<file path="src/rtl/sram_spi_pkg.sv">
// Shared constants, controller states and byte-strobe helpers for the serial SRAM controller.
package sram_spi_pkg;
  localparam logic [7:0] SPI_READ_CMD  = 8'h03;
  localparam logic [7:0] SPI_WRITE_CMD = 8'h02;

  typedef enum logic [2:0] {ST_GAP, ST_IDLE, ST_CMD, ST_ADDR, ST_RDATA, ST_WDATA} ctrl_state_e;

  typedef struct packed {
    logic       ok;
    logic [1:0] off;
    logic [2:0] n;
  } be_dec_t;

  function automatic be_dec_t be_decode(input logic [3:0] be);
    be_dec_t r;
    r = '{ok: 1'b1, off: 2'd0, n: 3'd1};
    case (be)
      4'b0001: r.off = 2'd0;
      4'b0010: r.off = 2'd1;
      4'b0100: r.off = 2'd2;
      4'b1000: r.off = 2'd3;
      4'b0011: r.n = 3'd2;
      4'b1100: begin r.off = 2'd2; r.n = 3'd2; end
      4'b1111: r.n = 3'd4;
      default: r.ok = 1'b0;
    endcase
    return r;
  endfunction

  // Left-justify the strobed bytes, lowest address first, for MSB-first shifting.
  function automatic logic [31:0] pack_wdata(input logic [31:0] w, input be_dec_t d);
    logic [31:0] t;
    t = '0;
    for (int k = 0; k < 4; k++)
      if (k < int'(d.n) && (k + int'(d.off)) < 4)
        t[31-8*k -: 8] = w[8*(k+int'(d.off)) +: 8];
    return t;
  endfunction

  function automatic logic [31:0] byte_swap(input logic [31:0] w);
    return {w[7:0], w[15:8], w[23:16], w[31:24]};
  endfunction
endpackage

</file>
<file path="src/rtl/sram_spi_phy.sv">
// SPI mode-0 bit engine: free-running sclk divider, MSB-first shift-out on falls, shift-in on rises.
module sram_spi_phy #(
  parameter int HALF_PER = 1
) (
  input  logic        clk,
  input  logic        reset_n,
  input  logic        start,
  input  logic [5:0]  nbits,
  input  logic [31:0] din,
  output logic        done,
  output logic        rise,
  output logic [31:0] rx_word,
  output logic        sclk,
  output logic        si,
  input  logic        so
);
  localparam int DW = (HALF_PER > 1) ? $clog2(HALF_PER) : 1;

  logic [DW-1:0] div_cnt;
  logic          tick, fall, busy;
  logic [5:0]    bit_cnt;
  logic [31:0]   sh;
  logic [30:0]   rx;

  assign tick    = (div_cnt == DW'(HALF_PER - 1));
  assign rise    = tick && !sclk;
  assign fall    = tick && sclk;
  assign done    = busy && rise && (bit_cnt == 6'd1);
  // The final bit is sampled on the same edge that reports done.
  assign rx_word = {rx, so};

  always_ff @(posedge clk or negedge reset_n) begin
    if (!reset_n) begin
      div_cnt <= '0;
      sclk    <= 1'b0;
      si      <= 1'b0;
      busy    <= 1'b0;
      bit_cnt <= '0;
      sh      <= '0;
      rx      <= '0;
    end else begin
      div_cnt <= tick ? '0 : div_cnt + 1'b1;
      if (tick) sclk <= ~sclk;
      if (start) begin
        busy    <= 1'b1;
        bit_cnt <= nbits;
        sh      <= din;
      end else if (busy && rise) begin
        rx      <= {rx[29:0], so};
        bit_cnt <= bit_cnt - 6'd1;
        if (bit_cnt == 6'd1) busy <= 1'b0;
      end else if (fall) begin
        si <= busy ? sh[31] : 1'b0;
        if (busy) sh <= {sh[30:0], 1'b0};
      end
    end
  end
endmodule

</file>
<file path="src/rtl/sram_spi_ctrl.sv">
// Two-port (ifetch/data) arbiter and transaction sequencer for a serial SRAM behind sram_spi_phy.
module sram_spi_ctrl
  import sram_spi_pkg::*;
#(
  parameter int HALF_PER = 1,
  parameter int GAP_SCLK = 2
) (
  input  logic        clk,
  input  logic        reset_n,
  input  logic        i_valid,
  input  logic [23:0] i_addr,
  output logic        i_ready,
  output logic        i_rvalid,
  output logic [31:0] i_rdata,
  input  logic        d_valid,
  input  logic        d_we,
  input  logic [23:0] d_addr,
  input  logic [31:0] d_wdata,
  input  logic [3:0]  d_be,
  output logic        d_ready,
  output logic        d_rvalid,
  output logic [31:0] d_rdata,
  output logic        d_err,
  output logic        sclk,
  output logic        ce,
  output logic        si,
  input  logic        so
);
  localparam int GW = $clog2(GAP_SCLK + 1);

  ctrl_state_e   state;
  logic [GW-1:0] gap_cnt;
  logic          last_d, src_d, we_q, gnt_i, gnt_d, d_ok;
  logic [23:0]   addr_q;
  logic [31:0]   tx_q;
  logic [2:0]    n_q;
  logic          phy_start, phy_done, phy_rise;
  logic [5:0]    phy_nbits;
  logic [31:0]   phy_din, phy_rx;
  be_dec_t       dec;

  assign dec  = be_decode(d_be);
  assign d_ok = !d_we || dec.ok;

  // Grants land on an sclk rise so the first bit is driven on the following fall.
  always_comb begin
    gnt_i = 1'b0;
    gnt_d = 1'b0;
    if (state == ST_IDLE && phy_rise && !i_ready && !d_ready) begin
      if (i_valid && d_valid) begin
        gnt_i = last_d;
        gnt_d = !last_d;
      end else begin
        gnt_i = i_valid;
        gnt_d = d_valid;
      end
    end
  end

  assign phy_start = gnt_i || (gnt_d && d_ok) ||
                     (phy_done && (state == ST_CMD || state == ST_ADDR));

  always_comb begin
    phy_nbits = 6'd0;
    phy_din   = '0;
    case (state)
      ST_IDLE: begin
        phy_nbits = 6'd8;
        phy_din   = {(gnt_d && d_we) ? SPI_WRITE_CMD : SPI_READ_CMD, 24'h0};
      end
      ST_CMD: begin
        phy_nbits = 6'd24;
        phy_din   = {addr_q, 8'h0};
      end
      ST_ADDR: begin
        phy_nbits = we_q ? {n_q, 3'b000} : 6'd32;
        phy_din   = we_q ? tx_q : '0;
      end
      default: ;
    endcase
  end

  always_ff @(posedge clk or negedge reset_n) begin
    if (!reset_n) begin
      state    <= ST_GAP;
      gap_cnt  <= GW'(GAP_SCLK);
      last_d   <= 1'b1;
      src_d    <= 1'b0;
      we_q     <= 1'b0;
      addr_q   <= '0;
      tx_q     <= '0;
      n_q      <= '0;
      ce       <= 1'b0;
      i_ready  <= 1'b0;
      i_rvalid <= 1'b0;
      i_rdata  <= '0;
      d_ready  <= 1'b0;
      d_rvalid <= 1'b0;
      d_rdata  <= '0;
      d_err    <= 1'b0;
    end else begin
      i_ready  <= 1'b0;
      i_rvalid <= 1'b0;
      d_ready  <= 1'b0;
      d_rvalid <= 1'b0;
      d_err    <= 1'b0;
      case (state)
        ST_GAP:
          if (phy_rise) begin
            if (gap_cnt == GW'(1)) state <= ST_IDLE;
            else gap_cnt <= gap_cnt - 1'b1;
          end
        ST_IDLE:
          if (gnt_i) begin
            i_ready <= 1'b1;
            last_d  <= 1'b0;
            src_d   <= 1'b0;
            we_q    <= 1'b0;
            addr_q  <= i_addr;
            ce      <= 1'b1;
            state   <= ST_CMD;
          end else if (gnt_d) begin
            d_ready <= 1'b1;
            last_d  <= 1'b1;
            if (!d_ok) d_err <= 1'b1;
            else begin
              src_d  <= 1'b1;
              we_q   <= d_we;
              addr_q <= d_we ? d_addr + 24'(dec.off) : d_addr;
              tx_q   <= pack_wdata(d_wdata, dec);
              n_q    <= dec.n;
              ce     <= 1'b1;
              state  <= ST_CMD;
            end
          end
        ST_CMD:
          if (phy_done) state <= ST_ADDR;
        ST_ADDR:
          if (phy_done) state <= we_q ? ST_WDATA : ST_RDATA;
        ST_RDATA:
          if (phy_done) begin
            ce      <= 1'b0;
            state   <= ST_GAP;
            gap_cnt <= GW'(GAP_SCLK);
            if (src_d) begin
              d_rvalid <= 1'b1;
              d_rdata  <= byte_swap(phy_rx);
            end else begin
              i_rvalid <= 1'b1;
              i_rdata  <= byte_swap(phy_rx);
            end
          end
        ST_WDATA:
          if (phy_done) begin
            ce       <= 1'b0;
            state    <= ST_GAP;
            gap_cnt  <= GW'(GAP_SCLK);
            d_rvalid <= 1'b1;
            d_rdata  <= '0;
          end
        default: state <= ST_GAP;
      endcase
    end
  end

  sram_spi_phy #(.HALF_PER(HALF_PER)) u_phy (
    .clk     (clk),
    .reset_n (reset_n),
    .start   (phy_start),
    .nbits   (phy_nbits),
    .din     (phy_din),
    .done    (phy_done),
    .rise    (phy_rise),
    .rx_word (phy_rx),
    .sclk    (sclk),
    .si      (si),
    .so      (so)
  );
endmodule
</file>
<file path="config.mk">
export PLATFORM = sky130hd
export DESIGN_NAME = sram_spi_ctrl
export DESIGN_NICKNAME = d
export VERILOG_FILES = /design/src/rtl/sram_spi_pkg.sv /design/src/rtl/sram_spi_phy.sv /design/src/rtl/sram_spi_ctrl.sv
export SDC_FILE = /design/constraint.sdc
export NUM_CORES = 1
export LEC_CHECK = 0
export ABC_AREA = 1
export BUFFER_PORTS_ARGS = -buffer_cell sky130_fd_sc_hd__buf_2
export CAP_MARGIN = 20
export CORE_MARGIN = 3
export CORE_UTILIZATION = 52
export DETAILED_ROUTE_END_ITERATION = 6
export PLACE_DENSITY = 0.74
export REMOVE_ABC_BUFFERS = 1
export SYNTH_ARGS = -nofsm -noshare
export SYNTH_HDL_FRONTEND = slang
export SYNTH_SLANG_ARGS = --single-unit
</file>
<file path="constraint.sdc">
create_clock -name clk -period 1.56 [get_ports clk]
set_input_delay 0.156 -clock clk [delete_from_list [all_inputs] [get_ports clk]]
set_output_delay 0.156 -clock clk [all_outputs]
set_load 0.05 [all_outputs]
</file>
---- Yosys cells after proc, flatten, opt, wreduce, memory -nomap -nowiden ----
Cells that the tools add are included.
storage, ports and cells
  logic and storage cells ................. 200
  bits of input ports ..................... 90
  register bits ........................... 210
  output and inout port bits .............. 72
operators by class
  reductions and logical operators ........ 50
  bitwise logic cells ..................... 6
  multiplexer cells ....................... 76
  $lt $le $gt $ge ......................... 8
  $add $sub $neg .......................... 7
  eq/ne operators ......................... 26
  shift operators ......................... 4
operators with widths
  operator               count
  $mux W32               8
  $lt A32 B4 Y1 const B  3
  $mux W24               4
  $pmux W32 S3           1
  $shiftx A32 B7 Y8      3
  $pmux W32 S2           1
  $mux W1                37
  $mux W8                4
  $shiftx A32 B6 Y8      1
  $add A24 B2 Y24        1
  $mux W3                8
  $mux W6                3
  $ne A2 B2 Y1 const B   9
  $pmux W6 S3            1
  $reduce_bool A2 Y1     9
  $reduce_and A4 Y1      4
  $logic_and A1 B1 Y1    15
  $pmux W3 S5            1
  $eq A4 B4 Y1 const B   3
  $reduce_and A3 Y1      4
  $eq A4 B2 Y1 const B   2
  $reduce_and A7 Y1      1
  $reduce_or A7 Y1       1
  $add A2 B2 Y3 const A  2
  27 further kinds       51

---- Longest topological paths before layout ----
  depth in word-level cells ............... 11
  mapped depth ............................ 16
  gate-level depth less buffers ........... 15

---- By module ----
Synthesis repeated with hierarchy kept, for this count alone.
unflattened totals
  cells, all modules ...................... 1407
  area, all modules ....................... 10503.8 µm²
by module, submodules not included
  module         instances  cells each  area an instance (µm²)
  sram_spi_ctrl  1          1042        7420.9
  sram_spi_phy   1          365         3083.0

---- Worst setup path before layout ----
OpenSTA, ideal clock, no wires.
  path kind ............................... input port to flip-flop
  from .................................... input port d_be[1]
  to ...................................... register addr_q[12]
  slack ................................... -0.413 ns
  buffers on the path ..................... 1
  cell stages on the path ................. 15
  arrival time ............................ 1.857 ns
  cell sequence ........................... nor2_1 -> nand3_1 -> nand2_1 -> buf_2 -> ha_1 -> fa_1 -> inv_1 -> nor2_1 -> nand2_1 -> nor2_1 -> nand2_1 -> xor2_1 -> nand2_1 -> nand2_1 -> nand2_1
on the way
  longest elaborated chain between the ends .. 8
  elaborated cells on any way between the ends .. 19
RTL lines
  item                                          RTL line              text
  start, declared                               sram_spi_ctrl.sv:19   input logic [3:0] d_be,
  $eq A4 B4 Y1 or $eq A4 B3 Y1 (tied branches)  sram_spi_pkg.sv:17    case (be)
  $reduce_or A2 Y1 (no line)                    n/a
  $pmux W2 S3                                   sram_spi_pkg.sv:17
  $add A24 B2 Y24                               sram_spi_ctrl.sv:129  addr_q <= d_we ? d_addr + 24'(dec.off) : d_addr;
  $mux W24                                      sram_spi_ctrl.sv:129
  $mux W24                                      sram_spi_ctrl.sv:125  if (!d_ok) d_err <= 1'b1;
  $mux W24                                      sram_spi_ctrl.sv:122  end else if (gnt_d) begin
  $mux W24                                      sram_spi_ctrl.sv:114  if (gnt_i) begin
  end signal, assigned                          sram_spi_ctrl.sv:119  addr_q <= i_addr;
  end signal, assigned                          sram_spi_ctrl.sv:129
  end, declared                                 sram_spi_ctrl.sv:34   logic [23:0] addr_q;
Parallel ways exist; a longest one is shown, timed or not. The select of a mux whose other input is x is not followed.
A chain may end at the register's enable or synchronous reset.

---- Final worst setup path ----
  from .................................... register d_ready
  to ...................................... register u_phy.rx[7]
on the way
  longest elaborated chain between the ends .. 8
  elaborated cells on any way between the ends .. 9
RTL lines
  item                                  RTL line              text
  start, declared                       sram_spi_ctrl.sv:20   output logic d_ready,
  start signal, assigned                sram_spi_ctrl.sv:97   d_ready <= 1'b0;
  start signal, assigned                sram_spi_ctrl.sv:104  d_ready <= 1'b0;
  start signal, assigned                sram_spi_ctrl.sv:123  d_ready <= 1'b1;
  $logic_not A1 Y1 (*)                  sram_spi_ctrl.sv:49   if (state == ST_IDLE && phy_rise && !i_ready && !d_ready) begin
  $logic_and A1 B1 Y1 (*)               sram_spi_ctrl.sv:49
  $mux W1                               sram_spi_ctrl.sv:49
  $logic_and A1 B1 Y1                   sram_spi_ctrl.sv:60   assign phy_start = gnt_i || (gnt_d && d_ok) ||
  $logic_or A1 B1 Y1 (*) (2 in series)  sram_spi_ctrl.sv:60
  $not A1 Y1 (no line) (*)              n/a
  $reduce_and A2 Y1 (no line) (*)       n/a
  end signal, assigned                  sram_spi_phy.sv:49    rx <= {rx[29:0], so};
  end, declared                         sram_spi_phy.sv:23    logic [30:0] rx;
Mark *: on every way between the ends. The rest lies on a longest branch, timed or not.

==> impl_metrics.yaml <==
placed_design:
  io_buffers: 161
  dpl.cell_count: 1853
  place.detailed.hpwl_mm: 20.7
  gp_congestion: 0.972
layout:
  fin_cells: 1989
  area_growth_pct: 48.0
  drive_gt1_share_pct: 36.4
  fin_nets: 1803
  diodes: 0
  nFillCells: 1170
power_and_ir_drop:
  power.density_nw_per_um2: 1260
  power_mw: 19.6
  leakagePower_nw: 7.97
  ir_worst_vdd_uv: 651
yosys:
  synth_edf_count: 0
  netlist.area_leader.share_pct: 49.1
  synth_most_common_cell: "nand2_1"
  yosysWarningCount: 0
  async_flop_share_pct: 100
  synth_area_per_cell_um2: 7.63
  ys.flop_type: "dfrtp_1"
  yosys.cell_types.count: 39
  syn_inst: 1384
  synth_top_area_cell: "dfrtp_1"
  ys_top_cells_by_area: "dfrtp_1 (49%), nand2_1 (19%), o21ai_0 (5.9%)"
  seq_area_frac_synth_pct: 49.6
  synth-seq-cells: 209
  yosys-top-cells-count: "nand2_1 (536), dfrtp_1 (207), o21ai_0 (125), inv_1 (108), nand3_1 (104)"
  netlist_area_um2: 10600
die:
  core_area_um2: 19700
  die_x_um: 148
  chipHeight_um: 148
  ios: 162
  die-area_um2: 22100
  initial_core_util_pct: 53.6
  std_cell_rows: 51
critical_path:
  end_kind: "flop"
  crit_required_ns: 2.00
  setup.worst_path.class: "flop to flop"
  critPathArrivalTime_ns: 2.26
  cp_max_fo: 16
  cp-start-kind: "flop"
routing:
  wire_per_inst_um: 20.1
  wl_mm: 40.0
  vias: 11300
  drc: 0
  first_pass_iters: 5
  ant_nets: 0
  via_per_inst: 5.69
  drtIter0Drc: 944
cts:
  clkLatencyLatePin_ns: 0.53
  root_buffer: "clkbuf_16"
  cts_buffers: 23
  cts.sinks: 209
  clk_pin_slew_ns: 0.06
  cts_tree: "done"
  h-tree-depth: 1
  clockBufferDepth: 3
timing:
  fmax_ghz: 0.550
  finalSetupViolCount: 198
  fin_crit_sh_pct: 117
  slew_viol_final: 0
  skew_ns: 0.0255
  setup_slack_ns: -0.259
  finalSetupTns_ns: -29.43
  period_minus_slack_ns: 1.82
  whs_ns: 0.00823
  final-hold-violation-count: 0
  slew_headroom_pct: 68.1
  rsz0062_at_grt: "yes"
  worstMarginPinSlew_ns: 0.478
global_route:
  grt_pass1_wl_mm: 58.2
  groute.usage.overall_pct: 32.8
  grt_pass1_vias: 11200
  grt_overflow: 0
  grt_antenna_before_repair: 0
  grt_max_degree: 61
outcome:
  status: "finished, violations left"
  violations: "setup timing"
job:
  drv_cap: 0
min_path:
  hp-class: "input port to flop"
[layer usage]
metal | GRT usage (%) | vias up | wire (µm)
met5 | 0 | - | 0
met4 | 17.2 | 0 | 2690
met3 | 3.99 | 199 | 3330
met2 | 57.0 | 735 | 19800
met1 | 40.2 | 5312 | 14200
li1 | - | 5070 | -
[per-stage QoR]
stage               worst slack [ns]  util [%]  instance area [µm²]
finish                        -0.259      79.3                15600
floorplan                      -1.48         -                10200
global route                  -0.326      79.3                15600
global placement              -0.327      62.4                12300
detailed placement            -0.417      62.4                12300
CTS                           -0.146      75.3                14800
[path summary, 6_finish.rpt]
kind	from	to	slack (ns)	cells after the start
setup / recovery	d_ready$_DFF_PN0_	u_phy.rx[7]$_DFFE_PN0P_	-0.26	11
hold / removal	d_wdata[4]	tx_q[28]$_DFFE_PN0P_	0.008	5
setup reg to reg	d_ready$_DFF_PN0_	u_phy.rx[7]$_DFFE_PN0P_	-0.26	11
hold reg to reg	u_phy.sh[15]$_DFFE_PN0P_	u_phy.sh[15]$_DFFE_PN0P_	0.48	2
max in group asynchronous	reset_n	u_phy.sh[1]$_DFFE_PN0P_	0.77	3
min in group asynchronous	reset_n	i_rdata[4]$_DFFE_PN0P_	0.08	2
[state kept, by name, summed over array words and instances, names as in the netlist]
name           count
addr_q            24
ce                 1
d_err              1
d_rdata           32
d_ready            1
d_rvalid           1
gap_cnt            2
i_rdata           32
i_ready            1
i_rvalid           1
last_d             1
n_q                3
src_d              1
state              3
tx_q              32
u_phy.bit_cnt      6
u_phy.busy         1
u_phy.rx          31
u_phy.sclk         1
u_phy.sh          32
u_phy.si           1
we_q               1
[timing repair]
action	CTS	global route
pin swaps	20	27
cloned	17	8
buffers inserted	31	13
hold buffers	32	0
resized for setup	237	205
endpoints found under the setup margin	186	201
endpoints found under the hold margin	239	0
[final cells by class]
class | instances | area, µm² | area share, %
multi-input cells | 992 | 5530 | 35.4
flip-flops and latches | 209 | 5230 | 33.5
repair buffers | 365 | 3280 | 21.0
clock buffers | 27 | 601 | 3.84
inverters | 116 | 449 | 2.87
well taps | 265 | 332 | 2.12
clock inverters | 15 | 205 | 1.31
[report_power, final]
| part | switching, mW | internal [mW] | total [mW] |
|---|---|---|---|
| sequential | 0.946 | 6.71 | 7.66 |
| clock | 2.42 | 3.46 | 5.88 |
| combinational | 3.69 | 2.41 | 6.10 |
| total | 7.06 | 12.6 | 19.6 |
[cell families after synthesis]
| family | Yosys count | share of synthesized area, % |
|---|---|---|
| AND/OR/NAND/NOR | 769 | 30.4 |
| AO/OA/AOI/OAI | 208 | 10.5 |
| buffers and inverters | 183 | 7.93 |
| XOR/XNOR | 9 | 0.747 |
| adder cells (fa/ha/maj) | 6 | 0.782 |
| flip-flops | 209 | 49.6 |
[cells in the final DEF, fill, tap and decap left out, drive strengths merged, types with 2 or more instances in the layout]
| cell | n |
|---|---|
| dfstp | 2 |
| clkinv | 6 |
| o22ai | 8 |
| xnor2 | 2 |
| nand4 | 9 |
| clkinvlp | 7 |
| o21ai | 167 |
| nand2 | 546 |
| xor2 | 7 |
| nand3 | 111 |
| a22o | 9 |
| a21oi | 12 |
| inv | 114 |
| buf | 323 |
| nand3b | 6 |
| dfrtp | 207 |
| nor2 | 94 |
| o21bai | 3 |
| dlygate4sd3 | 32 |
| bufinv | 4 |
| ha | 5 |
| clkbuf | 36 |
| o211ai | 7 |
[worst max-delay path, cell delays in order (launching register included)]
cell and delay, ns:
dfrtp_1 0.39, nor2_1 0.10, nand2_1 0.09, nor2_4 0.20
nand2_4 0.12, nand2_4 0.11, nand2_8 0.08, nand3_4 0.11
buf_6 0.15, buf_16 0.16, nand2_1 0.09, o21ai_1 0.12
Power figures use the tool's default switching activity.
